## src/rtl/encrypt_cfg_master.sv

```systemverilog
`default_nettype none
// ============================================================================
// Module      : encrypt_cfg_master
// Description : AXI4-Lite initiator that programs the lightweight-crypt
//               config register bank: soft reset, key1..4, nonce1..4, adlen,
//               plen, then soft reset release. Can read the bank back,
//               compare it, and report the result.
// Ports       : axi_clk / axi_rst    - clock, async active-high reset
//               start / verify_en    - request (IDLE only) and readback enable
//               key, nonce, adlen, plen - values to program
//               busy, done           - sequence in progress / one-cycle end
//               err_code, err_idx    - 00 ok, 01 mismatch, 10 timeout + index
//               aw*/w*/ar*/r*        - AXI-Lite initiator channels (no B)
// Revision    : 1.0 - initial release
// ============================================================================
module encrypt_cfg_master #(
    parameter int pADDR_WIDTH = 12,
    parameter int pDATA_WIDTH = 32,
    parameter int pTIMEOUT    = 256
) (
    input  logic                   axi_clk,
    input  logic                   axi_rst,
    input  logic                   start,
    input  logic                   verify_en,
    input  logic [127:0]           key,
    input  logic [127:0]           nonce,
    input  logic [7:0]             adlen,
    input  logic [7:0]             plen,
    output logic                   busy,
    output logic                   done,
    output logic [1:0]             err_code,
    output logic [3:0]             err_idx,
    output logic                   awvalid,
    output logic [pADDR_WIDTH-1:0] awaddr,
    output logic                   wvalid,
    output logic [pDATA_WIDTH-1:0] wdata,
    output logic [3:0]             wstrb,
    input  logic                   awready,
    input  logic                   wready,
    output logic                   arvalid,
    output logic [pADDR_WIDTH-1:0] araddr,
    input  logic                   arready,
    input  logic                   rvalid,
    input  logic [pDATA_WIDTH-1:0] rdata,
    output logic                   rready
);

    localparam int         c_CNT_W    = (pTIMEOUT > 2) ? $clog2(pTIMEOUT) : 1;
    localparam logic [c_CNT_W-1:0] c_TO_MAX = c_CNT_W'(pTIMEOUT - 1);
    localparam logic [3:0] c_LAST_WR  = 4'd11;
    localparam logic [3:0] c_LAST_RD  = 4'd10;
    localparam logic [1:0] c_ERR_OK   = 2'b00;
    localparam logic [1:0] c_ERR_MISM = 2'b01;
    localparam logic [1:0] c_ERR_TO   = 2'b10;

    typedef enum logic [2:0] {
        S_IDLE    = 3'd0,
        S_WR      = 3'd1,
        S_RD_ADDR = 3'd2,
        S_RD_DATA = 3'd3,
        S_DONE    = 3'd4
    } state_t;

    state_t               r_state;
    logic [3:0]           r_idx;
    logic [c_CNT_W-1:0]   r_cnt;
    logic                 r_aw_done;
    logic                 r_w_done;
    logic                 r_verify;
    logic [127:0]         r_key;
    logic [127:0]         r_nonce;
    logic [7:0]           r_adlen;
    logic [7:0]           r_plen;

    logic                   w_aw_hs;
    logic                   w_w_hs;
    logic                   w_aw_ok;
    logic                   w_w_ok;
    logic                   w_timeout;
    logic [3:0]             w_idx_nxt;
    logic [pADDR_WIDTH-1:0] w_nxt_addr;
    logic [31:0]            w_nxt_data;
    logic [31:0]            w_cur_data;

    // Register byte address for a table index; index 11 revisits soft reset.
    function automatic logic [pADDR_WIDTH-1:0] f_addr(input logic [3:0] idx);
        logic [pADDR_WIDTH-1:0] a;
        a = '0;
        if (idx != c_LAST_WR) begin
            a = pADDR_WIDTH'({idx, 2'b00});
        end
        return a;
    endfunction

    // Register contents for a table index, built from the latched copies.
    function automatic logic [31:0] f_data(input logic [3:0]   idx,
                                           input logic [127:0] k,
                                           input logic [127:0] n,
                                           input logic [7:0]   al,
                                           input logic [7:0]   pl);
        logic [31:0] d;
        d = 32'd0;
        case (idx)
            4'd0:    d = 32'd1;
            4'd1:    d = k[127:96];
            4'd2:    d = k[95:64];
            4'd3:    d = k[63:32];
            4'd4:    d = k[31:0];
            4'd5:    d = n[127:96];
            4'd6:    d = n[95:64];
            4'd7:    d = n[63:32];
            4'd8:    d = n[31:0];
            4'd9:    d = {24'd0, al};
            4'd10:   d = {24'd0, pl};
            default: d = 32'd0;
        endcase
        return d;
    endfunction

    assign w_aw_hs    = awvalid & awready;
    assign w_w_hs     = wvalid & wready;
    // A channel counts as accepted if it completed earlier or completes now.
    assign w_aw_ok    = r_aw_done | w_aw_hs;
    assign w_w_ok     = r_w_done | w_w_hs;
    assign w_timeout  = (r_cnt == c_TO_MAX);
    assign w_idx_nxt  = r_idx + 4'd1;
    assign w_nxt_addr = f_addr(w_idx_nxt);
    assign w_nxt_data = f_data(w_idx_nxt, r_key, r_nonce, r_adlen, r_plen);
    assign w_cur_data = f_data(r_idx, r_key, r_nonce, r_adlen, r_plen);

    always_ff @(posedge axi_clk or posedge axi_rst) begin
        if (axi_rst) begin
            r_state   <= S_IDLE;
            r_idx     <= 4'd0;
            r_cnt     <= '0;
            r_aw_done <= 1'b0;
            r_w_done  <= 1'b0;
            r_verify  <= 1'b0;
            r_key     <= '0;
            r_nonce   <= '0;
            r_adlen   <= '0;
            r_plen    <= '0;
            busy      <= 1'b0;
            done      <= 1'b0;
            err_code  <= c_ERR_OK;
            err_idx   <= 4'd0;
            awvalid   <= 1'b0;
            awaddr    <= '0;
            wvalid    <= 1'b0;
            wdata     <= '0;
            wstrb     <= 4'h0;
            arvalid   <= 1'b0;
            araddr    <= '0;
            rready    <= 1'b0;
        end else begin
            done <= 1'b0;
            case (r_state)
                S_IDLE: begin
                    if (start) begin
                        r_key     <= key;
                        r_nonce   <= nonce;
                        r_adlen   <= adlen;
                        r_plen    <= plen;
                        r_verify  <= verify_en;
                        err_code  <= c_ERR_OK;
                        err_idx   <= 4'd0;
                        r_idx     <= 4'd0;
                        r_cnt     <= '0;
                        r_aw_done <= 1'b0;
                        r_w_done  <= 1'b0;
                        busy      <= 1'b1;
                        awvalid   <= 1'b1;
                        wvalid    <= 1'b1;
                        awaddr    <= f_addr(4'd0);
                        wdata     <= pDATA_WIDTH'(32'd1);
                        wstrb     <= 4'hF;
                        r_state   <= S_WR;
                    end
                end

                S_WR: begin
                    if (w_aw_ok && w_w_ok) begin
                        r_aw_done <= 1'b0;
                        r_w_done  <= 1'b0;
                        r_cnt     <= '0;
                        if (r_idx == c_LAST_WR) begin
                            awvalid <= 1'b0;
                            wvalid  <= 1'b0;
                            if (r_verify) begin
                                // Readback skips index 0; soft reset is self-clearing.
                                r_idx   <= 4'd1;
                                arvalid <= 1'b1;
                                araddr  <= f_addr(4'd1);
                                r_state <= S_RD_ADDR;
                            end else begin
                                busy    <= 1'b0;
                                done    <= 1'b1;
                                r_state <= S_DONE;
                            end
                        end else begin
                            r_idx   <= w_idx_nxt;
                            awvalid <= 1'b1;
                            wvalid  <= 1'b1;
                            awaddr  <= w_nxt_addr;
                            wdata   <= pDATA_WIDTH'(w_nxt_data);
                        end
                    end else if (w_timeout && !w_aw_hs && !w_w_hs) begin
                        awvalid   <= 1'b0;
                        wvalid    <= 1'b0;
                        r_aw_done <= 1'b0;
                        r_w_done  <= 1'b0;
                        err_code  <= c_ERR_TO;
                        err_idx   <= r_idx;
                        busy      <= 1'b0;
                        done      <= 1'b1;
                        r_state   <= S_DONE;
                    end else begin
                        // Only one channel made progress: retire it, keep the other.
                        if (w_aw_hs) begin
                            awvalid   <= 1'b0;
                            r_aw_done <= 1'b1;
                        end
                        if (w_w_hs) begin
                            wvalid   <= 1'b0;
                            r_w_done <= 1'b1;
                        end
                        r_cnt <= (w_aw_hs || w_w_hs) ? '0 : r_cnt + c_CNT_W'(1);
                    end
                end

                S_RD_ADDR: begin
                    if (arready) begin
                        arvalid <= 1'b0;
                        rready  <= 1'b1;
                        r_cnt   <= '0;
                        r_state <= S_RD_DATA;
                    end else if (w_timeout) begin
                        arvalid  <= 1'b0;
                        err_code <= c_ERR_TO;
                        err_idx  <= r_idx;
                        busy     <= 1'b0;
                        done     <= 1'b1;
                        r_state  <= S_DONE;
                    end else begin
                        r_cnt <= r_cnt + c_CNT_W'(1);
                    end
                end

                S_RD_DATA: begin
                    if (rvalid) begin
                        rready <= 1'b0;
                        r_cnt  <= '0;
                        // Only the first mismatch is recorded.
                        if ((rdata != pDATA_WIDTH'(w_cur_data)) && (err_code == c_ERR_OK)) begin
                            err_code <= c_ERR_MISM;
                            err_idx  <= r_idx;
                        end
                        if (r_idx == c_LAST_RD) begin
                            busy    <= 1'b0;
                            done    <= 1'b1;
                            r_state <= S_DONE;
                        end else begin
                            r_idx   <= w_idx_nxt;
                            arvalid <= 1'b1;
                            araddr  <= w_nxt_addr;
                            r_state <= S_RD_ADDR;
                        end
                    end else if (w_timeout) begin
                        // A timeout replaces any mismatch already recorded.
                        rready   <= 1'b0;
                        err_code <= c_ERR_TO;
                        err_idx  <= r_idx;
                        busy     <= 1'b0;
                        done     <= 1'b1;
                        r_state  <= S_DONE;
                    end else begin
                        r_cnt <= r_cnt + c_CNT_W'(1);
                    end
                end

                S_DONE: begin
                    r_state <= S_IDLE;
                end

                default: begin
                    r_state <= S_IDLE;
                end
            endcase
        end
    end

endmodule
`default_nettype wire

```

## config.mk

```make
export PLATFORM = sky130hd
export DESIGN_NAME = encrypt_cfg_master
export DESIGN_NICKNAME = d
export VERILOG_FILES = /design/src/rtl/encrypt_cfg_master.sv
export SDC_FILE = /design/constraint.sdc
export NUM_CORES = 1
export LEC_CHECK = 0
export ABC_AREA = 1
export BUFFER_PORTS_ARGS = -buffer_cell sky130_fd_sc_hd__buf_2
export CAP_MARGIN = 20
export CORE_ASPECT_RATIO = 1.5
export CORE_UTILIZATION = 31
export CTS_BUF_LIST = sky130_fd_sc_hd__clkbuf_4 sky130_fd_sc_hd__clkbuf_8
export DETAILED_ROUTE_END_ITERATION = 12
export GPL_ROUTABILITY_DRIVEN = 0
export HOLD_SLACK_MARGIN = 0.03
export PLACE_DENSITY = 0.53
export SYNTH_ARGS = -nofsm -noshare
export SYNTH_HDL_FRONTEND = slang
export SYNTH_SLANG_ARGS = --single-unit
```

## constraint.sdc

```tcl
create_clock -name axi_clk -period 11.6 [get_ports axi_clk]
set_input_delay 0.58 -clock axi_clk [delete_from_list [all_inputs] [get_ports axi_clk]]
set_output_delay 0.58 -clock axi_clk [all_outputs]
set_load 0.01 [all_outputs]
```

==> metrics.yaml <==
dieArea_um2: 59770
ant_nets: 0
tns_ns: 0
vias: 18870
htreeDepth: 2
drive_gt1_frac: 0.1871
drt_iter0_markers: 1707
internal_power_mw: 3.219
finClkSkew_ns: 0.03306
worstMarginPinSlew_ns: 1.145
switching_share: 0.4553
seq_area_um2: 8583
fillers: 6128
fin_ws_ns: 7.573
max_cap_violations: 0
cp_max_fo: 56
grt_start_max_net_pins: 197
critical_path.most_common_cell: "nand2_1"
peakVddDrop_v: 0.0001796
setup_viol: 0
leakagePower_nw: 11.21
routed_wl_um: 85230
crit_chain: "buf_4 > nor2_4 > buf_4 > nand2_2 > o21ai_0 > nor2_1 > nand3_1 > nand2_1 > nor2_1 > nand2_1 > nor2_1 > nand3_1 > nand2_2 > nand2_4 > nand2_4 > nand2_1 > nand2_1"
gr-usage-all-layers: 0.2834
syn_area_um2: 18220
critPathCaptureType: "flop"
antenna_found_initial: 16
routed_via_density: 5.233
powerDensity_nw_per_um2: 268.2
ios: 384
route.detailed.drc: 0
port-buffer-count: 367
cp_top_family: "simple AND/OR/NAND/NOR gates"
max_freq_mhz: 248.3
area_delta_synth_final_pct: 20.92
crit_path_start_kind: "flop"
path_buf_inv: 2
fin_crit_ns: 4.027
ys_warn_count: 0
cts_buffer_depth: 3
finalMaxSlewViolations: 0
grt_pass1_vias: 18950
slowest_delay_ns: 0.66
p_comb_frac: 0.417
cts_root_buf: "clkbuf_8"
synthArstFlopShare: 1.000
initial_utilization: 0.3143
dieWidth_um: 199.9
finalNonFillerCells: 3606
critPathKind: "reg2reg"
synth_flop_cell: "dfrtp_1"
hpwl_um: 63690
dr.pass1.iters: 6
slew_headroom: 0.2369
ys_seq_area_frac: 0.4711
dp_slack_ns: 7.681
hold_violations: 0
syn_inst: 2465
wl_per_cell_um: 23.64
die_h_um: 298.9
synth_edf_count: 0
p_switching_mw: 2.691
synth-seq-cells: 343
clock-sinks: 343
clk_latency_ns: 0.68
cts_setup_buffers: 0
syn_avg_cell_area_um2: 7.391
rows: 108
cts_buffers: 58
crit_slowest_cell: "nand2_2"
synth_cell_types: 44
fin_nets: 3097
grt_setup_unrepaired: "false"
cp.arrival_ns: 4.62
seq_power_share: 0.356
postCtsHoldBufs: 0
placed_cells: 3487
cts_tree: "built"
clkTransAtPathRegs_ns: 0.06
core_region_area_um2: 57970
multiInputGateArea_um2: 7631
crit_required_ns: 12.19
grt_pass1_wl_um: 121700
period_share: 0.3471
outcome: "complete, no violations"
cts_resized: 0
hold_path_class: "in2async"
clkPwrFrac: 0.228
grt_overflow_total: 0
[placed cells by master, fill, tap and decap left out, drive strengths merged, types with 9 or more instances in the layout]
cell / n
a21oi: 37
buf: 389
clkbuf: 92
clkinv: 9
conb: 16
dfrtp: 343
inv: 351
nand2: 698
nand3: 166
nand4: 48
nor2: 127
nor4: 25
o21ai: 346
o22ai: 130
[registers in the layout, indices dropped and copies added, names as in the netlist, 8 cells and up]
register / count
r_adlen: 8
r_cnt: 8
r_key: 128
r_nonce: 128
r_plen: 8
wdata: 32
[metrics by stage]
| step | util | hold slack [ns] | area [um^2] | total power [mW] |
|---|---|---|---|---|
| after floorplan | - | 0.4711 | 18280 | 3.554 |
| after global placement | 0.3540 | 0.4537 | 20520 | 4.477 |
| after detailed placement | 0.3540 | 0.4715 | 20520 | 4.518 |
| after CTS | 0.3787 | 0.06459 | 21960 | 5.883 |
| after global routing | 0.3799 | 0.08551 | 22020 | 6.269 |
| final | 0.3800 | 0.04711 | 22030 | 5.910 |
[kinds of logic after synthesis]
logic type      count (synthesis)  share of synthesized area
compound gates                532                     0.1586
xor+xnor                        2                   0.001374
fa+ha+maj                       6                   0.004120
buf+inv                       503                     0.1136
flops                         343                     0.4711
other cells                     1                  0.0002058
simple gates                 1078                     0.2511
[cell type report]
| cell class | instances | share of cell area |
|---|---|---|
| Timing Repair Buffer | 389 | 0.09325 |
| Clock inverter | 17 | 0.01215 |
| Sequential cell | 343 | 0.3896 |
| Inverter | 353 | 0.06105 |
| Multi-Input combinational cell | 1634 | 0.3464 |
| Clock buffer | 92 | 0.05293 |
| Antenna cell | 8 | 0.0009087 |
| Tap cell | 770 | 0.04373 |
[metal layers]
| metal | vias to the layer above | part of all wire | GRT usage |
|---|---|---|---|
| met5 | - | 0.0012 | 0 |
| met4 | 14 | 0.087 | 0.2156 |
| met3 | 245 | 0.071 | 0.05033 |
| met2 | 937 | 0.50 | 0.4882 |
| met1 | 9049 | 0.34 | 0.3056 |
| li1 | 8624 | - | - |
[power by group through the flow]
stage / Clock [mW] / Combinational (mW) / Sequential (mW)
2_1_floorplan: 0 / 1.55 / 2.00
3_3_place_gp: 0 / 2.38 / 2.10
3_5_place_dp: 0 / 2.42 / 2.10
4_1_cts: 1.37 / 2.43 / 2.09
5_1_grt: 1.42 / 2.70 / 2.15
6_report: 1.35 / 2.46 / 2.10
[cell usage after synthesis (2+ instances only)]
cell | n | area, um^2
inv_4 | 2 | 12.51
nor4_1 | 22 | 137.6
inv_1 | 344 | 1291
clkbuf_1 | 95 | 356.6
o21ai_1 | 31 | 155.2
a21oi_1 | 37 | 185.2
ha_1 | 6 | 75.07
nand2_2 | 3 | 18.77
nand2_4 | 2 | 22.52
o2111ai_1 | 5 | 43.79
clkinv_1 | 2 | 7.510
nand3b_1 | 7 | 52.55
nand2_1 | 693 | 2601
buf_6 | 8 | 90.09
inv_2 | 5 | 18.77
or2_2 | 3 | 18.77
o22ai_1 | 130 | 813.3
nor3_1 | 3 | 15.01
nand3_1 | 166 | 830.8
nand4_1 | 48 | 300.3
buf_1 | 2 | 7.510
o21ai_0 | 315 | 1577
buf_2 | 21 | 105.1
nor2_4 | 4 | 45.04
nor2_2 | 3 | 18.77
nor2_1 | 120 | 450.4
dfrtp_1 | 343 | 8583
nor4_2 | 2 | 25.02
buf_4 | 24 | 180.2
a221oi_1 | 4 | 35.03
a22oi_1 | 2 | 15.01
[path summary, 6_finish.rpt]
kind | end | cells after the start | startpoint | slack, ns
max | err_idx[2] | 17 | r_idx[2] | 7.57
min | awaddr[3] | 2 | axi_rst | 0.05
max reg2reg | err_idx[2] | 17 | r_idx[2] | 7.57
min in group axi_clk | r_key[49] | 3 | key[49] | 0.10
min reg2reg | rready | 2 | rready | 0.48
max in group asynchronous | r_nonce[44] | 3 | axi_rst | 10.01
No activity file was read; power rests on OpenSTA's default activity.
